===== src/rtl/cond_logic_pkg.sv =====
// Shared encodings for the condition unit: ARM condition codes and NZCV bit positions.
package cond_logic_pkg;

  localparam logic [3:0] COND_EQ = 4'b0000;
  localparam logic [3:0] COND_NE = 4'b0001;
  localparam logic [3:0] COND_CS = 4'b0010;
  localparam logic [3:0] COND_CC = 4'b0011;
  localparam logic [3:0] COND_MI = 4'b0100;
  localparam logic [3:0] COND_PL = 4'b0101;
  localparam logic [3:0] COND_VS = 4'b0110;
  localparam logic [3:0] COND_VC = 4'b0111;
  localparam logic [3:0] COND_HI = 4'b1000;
  localparam logic [3:0] COND_LS = 4'b1001;
  localparam logic [3:0] COND_GE = 4'b1010;
  localparam logic [3:0] COND_LT = 4'b1011;
  localparam logic [3:0] COND_GT = 4'b1100;
  localparam logic [3:0] COND_LE = 4'b1101;
  localparam logic [3:0] COND_AL = 4'b1110;
  localparam logic [3:0] COND_NV = 4'b1111;

  localparam int unsigned FLAG_N = 3;
  localparam int unsigned FLAG_Z = 2;
  localparam int unsigned FLAG_C = 1;
  localparam int unsigned FLAG_V = 0;

endpackage


===== src/rtl/cond_logic_cond_check.sv =====
// Pure combinational evaluation of an ARM condition field against the NZCV flags.
module cond_logic_cond_check
  import cond_logic_pkg::*;
#(
  parameter bit NV_EXECUTES = 1'b0
) (
  input  logic [3:0] cond,
  input  logic [3:0] flags,
  output logic       condex
);

  logic n, z, c, v;

  assign n = flags[FLAG_N];
  assign z = flags[FLAG_Z];
  assign c = flags[FLAG_C];
  assign v = flags[FLAG_V];

  always_comb begin
    condex = 1'b0;
    unique case (cond)
      COND_EQ: condex = z;
      COND_NE: condex = ~z;
      COND_CS: condex = c;
      COND_CC: condex = ~c;
      COND_MI: condex = n;
      COND_PL: condex = ~n;
      COND_VS: condex = v;
      COND_VC: condex = ~v;
      COND_HI: condex = c & ~z;
      COND_LS: condex = ~c | z;
      COND_GE: condex = (n == v);
      COND_LT: condex = (n != v);
      COND_GT: condex = ~z & (n == v);
      COND_LE: condex = z | (n != v);
      COND_AL: condex = 1'b1;
      COND_NV: condex = NV_EXECUTES;
      default: condex = 1'b0;
    endcase
  end

endmodule


===== src/rtl/cond_logic.sv =====
// Condition unit: holds NZCV, evaluates the instruction condition and gates decode's write
// requests into architectural write enables for the register file, memory and PC.
module cond_logic
  import cond_logic_pkg::*;
#(
  parameter bit         NV_EXECUTES = 1'b0,
  parameter logic [3:0] FLAGS_RST   = 4'b0000
) (
  input  logic       clk,
  input  logic       reset,
  input  logic [3:0] Cond,
  input  logic [3:0] ALUFlags,
  input  logic [1:0] FlagW,
  input  logic       PCS,
  input  logic       NextPC,
  input  logic       RegW,
  input  logic       MemW,
  output logic       PCWrite,
  output logic       RegWrite,
  output logic       MemWrite,
  output logic [3:0] Flags,
  output logic       CondEx
);

  logic       condex_c;
  logic       condex_q;
  logic [1:0] nz_q;
  logic [1:0] cv_q;
  logic [1:0] flag_write;

  assign Flags = {nz_q, cv_q};

  // Evaluated from the registered flags so a same-cycle flag update cannot affect it.
  cond_logic_cond_check #(
    .NV_EXECUTES(NV_EXECUTES)
  ) u_cond_check (
    .cond  (Cond),
    .flags (Flags),
    .condex(condex_c)
  );

  assign flag_write = FlagW & {2{condex_c}};

  always_ff @(posedge clk or negedge reset) begin
    if (!reset) begin
      nz_q <= FLAGS_RST[FLAG_N:FLAG_Z];
    end else if (flag_write[1]) begin
      nz_q <= ALUFlags[FLAG_N:FLAG_Z];
    end
  end

  always_ff @(posedge clk or negedge reset) begin
    if (!reset) begin
      cv_q <= FLAGS_RST[FLAG_C:FLAG_V];
    end else if (flag_write[0]) begin
      cv_q <= ALUFlags[FLAG_C:FLAG_V];
    end
  end

  always_ff @(posedge clk or negedge reset) begin
    if (!reset) begin
      condex_q <= 1'b0;
    end else begin
      condex_q <= condex_c;
    end
  end

  // condex_q clears asynchronously, so reset alone suppresses RegWrite/MemWrite.
  assign CondEx   = condex_q;
  assign RegWrite = RegW & condex_q;
  assign MemWrite = MemW & condex_q;
  assign PCWrite  = (PCS & condex_q) | NextPC;

endmodule


===== config.mk =====
export PLATFORM = sky130hd
export DESIGN_NAME = cond_logic
export DESIGN_NICKNAME = d
export VERILOG_FILES = /design/src/rtl/cond_logic_pkg.sv /design/src/rtl/cond_logic_cond_check.sv /design/src/rtl/cond_logic.sv
export SDC_FILE = /design/constraint.sdc
export NUM_CORES = 1
export LEC_CHECK = 0
export BUFFER_PORTS_ARGS = -buffer_cell sky130_fd_sc_hd__buf_2
export CELL_PAD_IN_SITES_DETAIL_PLACEMENT = 0
export CELL_PAD_IN_SITES_GLOBAL_PLACEMENT = 1
export CORE_MARGIN = 10
export CORE_UTILIZATION = 26
export CTS_CLUSTER_DIAMETER = 40
export DETAILED_ROUTE_END_ITERATION = 16
export PLACE_DENSITY = 0.71
export SYNTH_ARGS = -nofsm -noshare
export SYNTH_HDL_FRONTEND = slang
export SYNTH_HIERARCHICAL = 1
export SYNTH_SLANG_ARGS = --single-unit

===== constraint.sdc =====
create_clock -name clk -period 2.3 [get_ports clk]
set_clock_uncertainty 0.1 [all_clocks]
set_input_delay 0.69 -clock clk [delete_from_list [all_inputs] [get_ports clk]]
set_output_delay 0.69 -clock clk [all_outputs]
set_load 0.005 [all_outputs]

==> run summary <==
Total Routing Usage GR - 0.0582
Initial antenna violation count - 0
Post-route ant nets - 0
Global-route wire length before repair - 1510 um
Post-synth top area cell - dfrtp_1
Skew-Pair Late Insertion Delay - 0.24 ns
Htree depth - 1
RSZ-0062 raised after global routing - no
Syn Inst Count - 37
Multi-input gate area - 213 um^2
Avg Vias per Cell - 4.57
DR WL/cell - 12.2 um
Final setup violation count - 0
CP Data Arrival Time - 2.16 ns
Setup TNS - 0 ns
CP Max Fanout - 4
Peak VDD IR - 440 uV
Ys async rst share - 1.00
Drt pass-1 iters - 3
GP Congestion - 0.649
Postcts setup bufs - 0
Chip width - 56.8 um
Setup WS post-layout - 0.163 ns
Min-delay worst type - in2async
FF-to-FF End - nz_q[1]
Vias in the first global route - 376
PortBufs - 23
1st-iter DRT viols - 5
Top post-synthesis cells by area - dfrtp_1 35%, mux2_2 13%, xor2_1 7.4%, a21oi_1 4.3%, and2_1 3.5%
Storage element area - 125 um^2
Final Cell Area - 517 um^2
Commonest non-fill, non-tap cell in the layout - buf_2
FF+latch count, synth - 5
Status - finished, final reports clean
DRC - 0
Worst-Margin Slew - 0.307 ns
Post-synth EDFFs - 0
Die Span Y - 56.8 um
Diode count - 0
CTS resizes - 0
Core ar. - 1280 um^2
Netlist Area Pre-Place - 353 um^2
Row Count - 13
Pre-CTS setup slack - -0.0727 ns
Worst R2R Start - nz_q[1]
Crit path time final - 2.14 ns
Fin. max-slew vios - 0
Ys Warns - 6
Crit end category - register
Ys flop type - dfrtp_1
Post-synth cell types - 23
Clk buf depth - 2
MaxCap Viol Count - 0
Initial Utilization - 0.275
Fin Hold WS - 0.154 ns
Critical Path RT - 2.32 ns
# clock sinks - 5
Finished Core Util - 0.402
R2R setup slack - 0.16 ns
Area after DPL - 490 um^2
Synth top area share - 0.355
Crit path launch type - register
Leak - 0.256 nW
Final wirelength - 967 um
Most frequent cells in the layout - 23 x buf_2, 5 x dfrtp_1, 4 x mux2_2
Vias - 361
Slew margin rel. - 0.795
Hold-fix buffers at CTS - 0
CTS tree - yes
Die footprint - 3230 um^2
Mapped Nets - 53
F_max - 468 MHz
Hold violation count in the final report - 0
Total CTS buffers - 3
CTS root buffer - clkbuf_4
Largest net degree at the start of global routing - 9
Avg Cell Area, Syn - 9.54 um^2
Gr ovfl total - 0
Fillers - 124
Pwr dens - 1040 nW/um^2
Nets - 81
FF-to-FF path depth - 7
CP Class - reg2reg
Layout area overhead - 46.5%
# IOs - 24
Layout cells sized above 1 - 0.500
Final period utilization - 0.929
Register area share after synthesis - 0.355
Clock transition at path regs - 0.04 ns
[state kept, by name (all words and copies together), names as in the netlist]
register,flops
cv_q,2
nz_q,2
CondEx,1
[stage by stage]
step | cells | total power [W]
after floorplan | 37 | 0.000334
after global placement | 75 | 0.000443
after detailed placement | 75 | 0.000442
after CTS | 79 | 0.000548
after global routing | 79 | 0.000580
final | 79 | 0.000535
[cell usage after synthesis (2+ instances only)]
| master | count |
|---|---|
| a21oi_1 | 3 |
| and2_1 | 2 |
| dfrtp_1 | 5 |
| mux2_2 | 4 |
| nand2_1 | 2 |
| nor2_1 | 2 |
| xor2_1 | 3 |
[worst max-delay path: stages, from the launching register on]
cell and delay (ns):
dfrtp_1 0.40, xor2_1 0.29, xor2_1 0.11, a2111oi_1 0.38
a311oi_1 0.08, o22ai_1 0.23, nand2_1 0.14, mux2_2 0.29
[worst max-delay path by stage]
stage | startpoint | endpoint | slack [ns] | cells past startpoint
finish | nz_q[1] | nz_q[1] | 0.16 | 7
global route | nz_q[1] | nz_q[1] | 0.02 | 7
detailed placement | Cond[0] | nz_q[1] | -0.07 | 8
floorplan | Cond[1] | cv_q[0] | 0.07 | 7
global placement | Cond[0] | cv_q[0] | -0.07 | 8
CTS | nz_q[1] | nz_q[1] | 0.13 | 7
[cell families (layout without fill, tap and decap cells)]
logic type / after synthesis / in the layout / synth area share
buffers and inverters: 3 / 30 / 0.0425
AND/OR/NAND/NOR: 10 / 10 / 0.153
multiplexers: 5 / 5 / 0.156
AO/OA/AOI/OAI: 10 / 10 / 0.195
flip-flops: 5 / 5 / 0.355
XOR/XNOR: 4 / 4 / 0.0993
[report_power, final]
| group | internal [W] | switching (W) | leakage, nW | total (W) |
|---|---|---|---|---|
| clock | 0.0000655 | 0.0000343 | 0.0150 | 0.0000998 |
| sequential | 0.000132 | 0.0000538 | 0.0588 | 0.000186 |
| combinational | 0.000141 | 0.000109 | 0.183 | 0.000250 |
[layer usage]
metal  vias to the layer above  wire [um]  track usage
met4                         0          0       0.0503
met2                        12        473       0.0893
li1                        191          -            -
met3                         0         67       0.0247
met5                         -          0            0
met1                       158        426       0.0590
[cell type report]
class	instances	share of cell area
clock buffers	4	0.0508
inverters	1	0.00726
multi-input cells	29	0.412
flip-flops and latches	5	0.242
well taps	15	0.0363
repair buffers	25	0.252
Note: power is estimated with default switching activity, not from simulation.
